**src/rtl/fetch_control_pkg.sv**
```systemverilog
// Shared definitions for the fetch stage: FSM state encoding, the NOP
// instruction loaded on reset and the default sequential PC step.
package fetch_control_pkg;

  typedef enum logic [1:0] {
    IDLE   = 2'd0,
    FETCH  = 2'd1,
    HOLD   = 2'd2,
    HALTED = 2'd3
  } fetch_state_e;

  localparam logic [15:0] NOP_INSTR      = 16'h0800;
  localparam logic [15:0] PC_INC_DEFAULT = 16'h0002;

endpackage

```
**src/rtl/fetch_control_rca_16b.sv**
```systemverilog
// 16-bit ripple-carry adder; the carry out is dropped so sums wrap mod 2^16.
module rca_16b (
  input  logic [15:0] i_a,
  input  logic [15:0] i_b,
  input  logic        i_cin,
  output logic [15:0] o_sum
);

  logic [15:0] w_c;

  assign w_c[0] = i_cin;

  for (genvar i = 0; i < 16; i++) begin : g_bit
    assign o_sum[i] = i_a[i] ^ i_b[i] ^ w_c[i];
    if (i < 15) begin : g_carry
      assign w_c[i+1] = (i_a[i] & i_b[i]) | (w_c[i] & (i_a[i] ^ i_b[i]));
    end
  end

endmodule

```
**src/rtl/fetch_control.sv**
```systemverilog
// Fetch-stage sequencer: owns the PC, issues reads to a variable-latency
// instruction memory and holds one instruction at a time for decode.
module fetch_control
  import fetch_control_pkg::*;
#(
  parameter logic [15:0] RESET_PC = 16'h0000,
  parameter logic [15:0] PC_INC   = PC_INC_DEFAULT
) (
  input  logic        clk,
  input  logic        rst,
  input  logic        stall,
  input  logic        redirect,
  input  logic [15:0] redirect_pc,
  input  logic        halt,
  output logic [15:0] imem_addr,
  output logic        imem_rd,
  input  logic [15:0] imem_data,
  input  logic        imem_stall,
  input  logic        imem_done,
  output logic [15:0] instr,
  output logic [15:0] instr_pc,
  output logic [15:0] pc_next,
  output logic        instr_valid,
  output logic        halted,
  output logic        dump
);

  fetch_state_e r_state;
  logic [15:0]  r_pc;
  logic [15:0]  r_req_addr;
  logic         r_squash;
  logic [15:0]  r_instr;
  logic [15:0]  r_instr_pc;
  logic         r_instr_valid;
  logic         r_halted;
  logic         r_dump;

  logic [15:0]  w_req_inc;
  logic [15:0]  w_pc_next;
  logic         w_unused;

  // The request is held stable by construction, so the busy flag carries no extra information.
  assign w_unused = imem_stall;

  rca_16b u_pc_inc (
    .i_a   (r_req_addr),
    .i_b   (PC_INC),
    .i_cin (1'b0),
    .o_sum (w_req_inc)
  );

  rca_16b u_pc_next (
    .i_a   (r_instr_pc),
    .i_b   (PC_INC),
    .i_cin (1'b0),
    .o_sum (w_pc_next)
  );

  assign imem_addr   = r_req_addr;
  assign imem_rd     = (r_state == FETCH);
  assign instr       = r_instr;
  assign instr_pc    = r_instr_pc;
  assign pc_next     = w_pc_next;
  assign instr_valid = r_instr_valid;
  assign halted      = r_halted;
  assign dump        = r_dump;

  always_ff @(posedge clk or negedge rst) begin
    if (!rst) begin
      r_state       <= IDLE;
      r_pc          <= RESET_PC;
      r_req_addr    <= RESET_PC;
      r_squash      <= 1'b0;
      r_instr       <= NOP_INSTR;
      r_instr_pc    <= RESET_PC;
      r_instr_valid <= 1'b0;
      r_halted      <= 1'b0;
      r_dump        <= 1'b0;
    end else begin
      r_dump <= 1'b0;
      case (r_state)
        IDLE: begin
          r_state <= FETCH;
        end

        FETCH: begin
          if (imem_done) begin
            if (redirect) begin
              r_pc       <= redirect_pc;
              r_req_addr <= redirect_pc;
              r_squash   <= 1'b0;
            end else if (r_squash) begin
              // Stale read from before a redirect has drained; refetch from the target.
              r_req_addr <= r_pc;
              r_squash   <= 1'b0;
            end else begin
              r_instr       <= imem_data;
              r_instr_pc    <= r_req_addr;
              r_pc          <= w_req_inc;
              r_instr_valid <= 1'b1;
              r_state       <= HOLD;
            end
          end else if (redirect) begin
            r_pc     <= redirect_pc;
            r_squash <= 1'b1;
          end
        end

        HOLD: begin
          if (redirect) begin
            r_pc          <= redirect_pc;
            r_req_addr    <= redirect_pc;
            r_instr_valid <= 1'b0;
            r_state       <= FETCH;
          end else if (halt) begin
            r_instr_valid <= 1'b0;
            r_halted      <= 1'b1;
            r_dump        <= 1'b1;
            r_state       <= HALTED;
          end else if (!stall) begin
            r_req_addr    <= r_pc;
            r_instr_valid <= 1'b0;
            r_state       <= FETCH;
          end
        end

        HALTED: begin
        end

        default: begin
          r_state <= IDLE;
        end
      endcase
    end
  end

endmodule

```
**config.mk**
```make
export PLATFORM = sky130hd
export DESIGN_NAME = fetch_control
export DESIGN_NICKNAME = d
export VERILOG_FILES = /design/src/rtl/fetch_control_pkg.sv /design/src/rtl/fetch_control_rca_16b.sv /design/src/rtl/fetch_control.sv
export SDC_FILE = /design/constraint.sdc
export NUM_CORES = 1
export LEC_CHECK = 0
export CORE_ASPECT_RATIO = 1.75
export CORE_UTILIZATION = 32
export CTS_CLUSTER_SIZE = 25
export DETAILED_ROUTE_END_ITERATION = 10
export PLACE_DENSITY_LB_ADDON = 0.15
export SYNTH_ARGS = -nofsm -noshare
export SYNTH_HDL_FRONTEND = slang
export SYNTH_SLANG_ARGS = --single-unit
export TNS_END_PERCENT = 20
```
**constraint.sdc**
```tcl
create_clock -name clk -period 8.6 [get_ports clk]
set_input_delay 2.58 -clock clk [delete_from_list [all_inputs] [get_ports clk]]
set_output_delay 2.58 -clock clk [all_outputs]
set_load 0.01 [all_outputs]
```
==> results.json, run 1 <==
{
  "status": "finished, final reports clean",
  "tightest_slew_ns": 1.09,
  "postCtsSetupBuffers": 0,
  "layout_commonest_cell": "clkdlybuf4s50_1",
  "setup_viol": 0,
  "die_h_um": 139,
  "ir_drop_v": 0.000175,
  "areaGrowthSynthToFinish_pct": 40.4,
  "finalNetCount": 447,
  "tritoncts": "done",
  "crit_type": "flip-flop to primary output",
  "io_buffers": 105,
  "setup_slack_ns": 2.14,
  "rsz0062_at_grt": "false",
  "clock_path_buffers": 2,
  "dieArea_um2": 11100,
  "drtIter0Drc": 111,
  "vias": 2442,
  "synth_seq_area_share_pct": 51.3,
  "drt-total-wl_mm": 7.92,
  "rrSetupSlack_ns": 5.21,
  "dpl_cell_area_um2": 4530,
  "syn-num-nets": 343,
  "via_per_inst": 4.79,
  "final_cells": 510,
  "clkTransAtPathRegs_ns": 0.05,
  "synth.cell_area_um2": 3420,
  "slew_violations": 0,
  "place_inst": 494,
  "cts-root-buf": "clkbuf_16",
  "cts_max_level": 3,
  "slew_headroom_pct": 26.9,
  "gp_congestion": 0.727,
  "setup_tns_ns": 0,
  "cts_buffers": 9,
  "yosysTopAreaCell": "dfrtp_1",
  "die_x_um": 80.1,
  "grt-ovfl-total": 0,
  "grt_max_degree": 71,
  "grt_pass1_wl_mm": 12.9,
  "ant_nets": 0,
  "synth_top_area_share_pct": 50.5,
  "required_ns": 6.02,
  "ys_seq_elements": 70,
  "clock_sinks": 70,
  "fmax_ghz": 0.155,
  "p_leak_nw": 2.14,
  "ys_warn_count": 0,
  "layout_common_cells": "104 x clkdlybuf4s50_1, 69 x dfrtp_1, 49 x mux2_2, 30 x ha_1, 20 x a21oi_1",
  "yosysUniqueCellTypes": 33,
  "fp-row-count": 49,
  "drc": 0,
  "cts_hold_buf": 0,
  "first_global_vias": 2579,
  "synth_area_leaders": "dfrtp_1 51%, mux2_2 16%, ha_1 11%, a21oi_1 2.9%, o22ai_1 2.4%",
  "synth_area_per_cell_um2": 12.5,
  "wire_per_inst_um": 15.5,
  "p_total_w": 0.00181,
  "critical_path_arrival_ns": 3.88,
  "coreArea_um2": 10300,
  "path_max_fanout": 3,
  "cap_viol_max_count": 0,
  "io_pins": 107,
  "cp-start-kind": "flip-flop",
  "synthCells": 274,
  "dp_hpwl_mm": 5.36,
  "finalCritPeriodShare_pct": 75.1,
  "antennaDiodeCount": 0,
  "hold_violations": 0,
  "hold_class": "flip-flop to flip-flop",
  "dr.pass1.iters": 4,
  "clock_latency_ns": 0.32,
  "cts_resized": 0,
  "fin_area_um2": 4800,
  "drive_gt1_share_pct": 18.3,
  "antenna_found_initial": 0,
  "initial_core_util_pct": 33.2,
  "grt_util_all_layers_pct": 15.5,
  "period_needed_ns": 6.46,
  "preCtsSetupSlack_ns": 2.40,
  "power_density_nw_per_um2": 377,
  "skew_ns": 0.00640,
  "cp-end-kind": "primary output"
}
[flip-flops by register name, indices dropped and copies added, names as in the netlist]
register	flops
imem_addr	16
r_squash	1
dump	1
r_state	2
r_pc	16
halted	1
instr_pc	16
instr	16
instr_valid	1
[logic make-up after synthesis]
group / after synthesis / synth area share [%]
mux: 53 / 17.4
fa+ha+maj: 30 / 11.0
simple gates: 33 / 5.31
compound gates: 54 / 9.41
flops: 70 / 51.3
xor+xnor: 2 / 0.513
buf+inv: 32 / 5.05
[cells in the mapped netlist]
cell type / n
mux2_1: 2
dfstp_2: 1
nand2_1: 18
a211oi_4: 1
ha_1: 30
o22ai_1: 13
buf_6: 5
buf_4: 3
nand2b_1: 2
a221o_1: 1
xor2_1: 2
or2_1: 1
nor4b_4: 1
nor2b_1: 2
or2_2: 1
inv_1: 18
mux2_2: 49
o221ai_1: 1
nor2_1: 3
buf_2: 3
mux2i_1: 2
a2bb2oi_1: 1
o31a_1: 1
clkbuf_1: 3
and2_1: 1
dfrtp_1: 69
a32oi_1: 1
and3b_1: 1
nor3_2: 1
nor2b_2: 1
a21oi_1: 20
o21ai_0: 15
nor3b_1: 1
[through the flow]
| stage | utilization (%) | hold WS, ns |
|---|---|---|
| after floorplan | - | 0.463 |
| after global placement | 44.0 | 0.453 |
| after detailed placement | 44.0 | 0.456 |
| after CTS | 46.6 | 0.470 |
| after global routing | 46.6 | 0.486 |
| final | 46.6 | 0.465 |
[critical path: stages (launching register included)]
cell	delay (ns)
dfrtp_1	0.40
ha_1	0.21
ha_1	0.18
ha_1	0.19
ha_1	0.20
ha_1	0.19
ha_1	0.18
ha_1	0.18
ha_1	0.18
ha_1	0.18
ha_1	0.20
ha_1	0.19
ha_1	0.19
ha_1	0.19
xor2_1	0.15
clkdlybuf4s50_1	0.55
[power by group]
| group | switching, W | internal [W] |
|---|---|---|
| Clock | 0.000131 | 0.000202 |
| Sequential | 0.000110 | 0.000498 |
| Combinational | 0.000360 | 0.000506 |
[layer usage]
| metal | track usage, % | part of all wire (%) | up-vias |
|---|---|---|---|
| li1 | - | - | 1173 |
| met1 | 16.3 | 38 | 1192 |
| met2 | 28.4 | 55 | 72 |
| met3 | 4.34 | 5.9 | 5 |
| met4 | 5.64 | 1.0 | 0 |
| met5 | 0 | 0 | - |
[layout make-up]
| class | count | area (µm²) |
|---|---|---|
| clock buffer | 14 | 254 |
| clock inverter | 2 | 10.0 |
| fill | 971 | 5500 |
| inverter | 18 | 67.6 |
| multi-input combinational | 172 | 1490 |
| sequential | 70 | 1750 |
| tap | 127 | 159 |
| timing repair buffer | 107 | 1060 |
[final timing paths]
kind                                     startpoint                        to  depth (start not counted)
setup / recovery            instr_pc[1]$_DFFE_PN0P_               pc_next[15]                         15
hold / removal                   halted$_DFFE_PN0P_        halted$_DFFE_PN0P_                          1
setup reg to reg           imem_addr[1]$_DFFE_PN0P_      r_pc[15]$_DFFE_PN0P_                         16
hold reg to reg                  halted$_DFFE_PN0P_        halted$_DFFE_PN0P_                          1
max in group asynchronous                       rst  imem_addr[6]$_DFFE_PN0P_                          1
min in group asynchronous                       rst        halted$_DFFE_PN0P_                          1
No activity file was read; power rests on OpenSTA's default activity.
==> run 2: changes to the inputs <==
==> constraint.sdc (replaced) <==
create_clock -name clk -period 6.2 [get_ports clk]
set_input_delay 1.86 -clock clk [delete_from_list [all_inputs] [get_ports clk]]
set_output_delay 1.86 -clock clk [all_outputs]
set_load 0.01 [all_outputs]
==> run 2 against run 1 <==
  * Clock skew up 0.0014 ns
  * Worst setup slack lost 1.7 ns
  * Cell area increased by 0.78%
  * Non-clock buffer count unchanged
  * Die area is the same
  * Clock power up 57%
  * Final cell count did not move
  * Worst hold slack improved by 0.0026 ns
  * Clock-buffer cell count shrank 2
  * Global-route usage is 0.26 points higher
  * First-iteration DRC count fell by 38%
  * Critical path type unchanged
  * Critical endpoint unchanged
==> results.json, run 2 (same netlist as run 1, synthesis figures left out) <==
{
  "status": "finished, final reports clean",
  "antennaDiodeCount": 0,
  "gp_congestion": 0.722,
  "clock_sinks": 70,
  "clock_latency_ns": 0.34,
  "fin_area_um2": 4830,
  "slew_headroom_pct": 27.7,
  "finalCritPeriodShare_pct": 93.1,
  "io_buffers": 105,
  "worstRegToRegCells": 16,
  "io_pins": 107,
  "ant_nets": 0,
  "cap_viol_max_count": 0,
  "via_per_inst": 4.82,
  "cpPeakStageDelay_ns": 0.55,
  "drive_gt1_share_pct": 19.1,
  "crit_type": "flip-flop to primary output",
  "p_sw_share_pct": 32.9,
  "critical_path.most_common_cell": "ha_1",
  "cts_max_level": 3,
  "p_comb_share_pct": 46.7,
  "power_density_nw_per_um2": 532,
  "whs_ns": 0.468,
  "dp_hpwl_mm": 5.37,
  "cts_resized": 0,
  "antenna_found_initial": 0,
  "grt-ovfl-total": 0,
  "path_cells": "ha_1 -> ha_1 -> ha_1 -> ha_1 -> ha_1 -> ha_1 -> ha_1 -> ha_1 -> ha_1 -> ha_1 -> ha_1 -> ha_1 -> ha_1 -> xor2_1 -> clkdlybuf4s50_1",
  "cp-start-kind": "flip-flop",
  "die_x_um": 80.1,
  "setup_tns_ns": 0,
  "min_delay_path_depth": 1,
  "clkTransAtPathRegs_ns": 0.06,
  "initial_core_util_pct": 33.2,
  "ir_drop_v": 0.000242,
  "setup_viol": 0,
  "grt_util_all_layers_pct": 15.7,
  "first_global_vias": 2578,
  "cp-end-kind": "primary output",
  "dpl_cell_area_um2": 4530,
  "wire_per_inst_um": 15.5,
  "hold_violations": 0,
  "hold_class": "flip-flop to flip-flop",
  "vias": 2459,
  "slew_violations": 0,
  "coreArea_um2": 10300,
  "internal_power_w": 0.00173,
  "cts_buffers": 9,
  "drt-total-wl_mm": 7.89,
  "skew_ns": 0.00777,
  "power.switching_w": 0.000847,
  "cts-root-buf": "clkbuf_16",
  "required_ns": 4.34,
  "areaGrowthSynthToFinish_pct": 41.5,
  "drc": 0,
  "grt_pass1_wl_mm": 13.0,
  "path_max_fanout": 3,
  "drtIter0Drc": 69,
  "cts_hold_buf": 0,
  "critical_path_arrival_ns": 3.91,
  "crit_path_top_delay_cell": "clkdlybuf4s50_1",
  "dr.pass1.iters": 4,
  "layout_common_cells": "104 x clkdlybuf4s50_1, 69 x dfrtp_1, 49 x mux2_2, 30 x ha_1, 20 x a21oi_1",
  "postCtsSetupBuffers": 0,
  "clkPwrFrac_pct": 20.4,
  "layout_commonest_cell": "clkdlybuf4s50_1",
  "clock_path_buffers": 2,
  "fmax_ghz": 0.173,
  "die_h_um": 139,
  "p_total_w": 0.00257,
  "final_util_pct": 46.9,
  "seq_power_share_pct": 32.8,
  "rsz0062_at_grt": "false",
  "period_needed_ns": 5.77,
  "tritoncts": "done",
  "fp-row-count": 49,
  "grt_max_degree": 71,
  "dieArea_um2": 11100,
  "finalNetCount": 447,
  "tightest_slew_ns": 1.08,
  "p_leak_nw": 2.16
}
## run 2: worst paths after layout
path	from	end	slack [ns]
max	instr_pc[1]$_DFFE_PN0P_	pc_next[15]	0.43
min	halted$_DFFE_PN0P_	halted$_DFFE_PN0P_	0.47
max reg2reg	imem_addr[1]$_DFFE_PN0P_	r_pc[15]$_DFFE_PN0P_	2.77
min reg2reg	halted$_DFFE_PN0P_	halted$_DFFE_PN0P_	0.47
max in group asynchronous	rst	imem_addr[8]$_DFFE_PN0P_	3.95
min in group asynchronous	rst	instr[10]$_DFFE_PN0P_	1.65
## run 2: power groups by stage
| stage | combinational (W) | sequential, W | clock (W) |
|---|---|---|---|
| 2_1_floorplan | 0.000586 | 0.000906 | 0 |
| 3_3_place_gp | 0.00120 | 0.000844 | 0 |
| 3_5_place_dp | 0.00122 | 0.000858 | 0 |
| 4_1_cts | 0.00123 | 0.000851 | 0.000543 |
| 5_1_grt | 0.00132 | 0.000882 | 0.000560 |
| 6_report | 0.00120 | 0.000845 | 0.000525 |
## run 2: area by class of cell
cell class	instances	area, µm²
clock buffers	12	256
clock inverters	4	45.0
fillers	971	5470
inverters	18	67.6
multi-input cells	172	1490
flip-flops and latches	70	1750
well taps	127	159
repair buffers	107	1060
## run 2: metal layers
metal  part of all wire [%]  vias up  track usage [%]  wire length [µm]
li1                       -     1179                -                 -
met3                    4.2       10             4.01               333
met2                     53       60             27.5              4180
met1                     41     1210             17.3              3230
met4                    2.0        0             7.52               155
met5                      0        -                0                 0
## run 2: critical path: cells and delay by family (launching register included)
| family | cells | cell delay (ns) |
|---|---|---|
| adder cells (fa/ha/maj) | 13 | 2.47 |
| XOR/XNOR | 1 | 0.15 |
| flip-flops | 1 | 0.40 |
| buffers and inverters | 1 | 0.55 |
## run 2: stage by stage
stage	std cells	worst slack [ns]
final	510	0.429
after floorplan	274	1.43
after detailed placement	494	0.714
after CTS	510	0.332
after global placement	494	0.745
after global routing	510	0.232
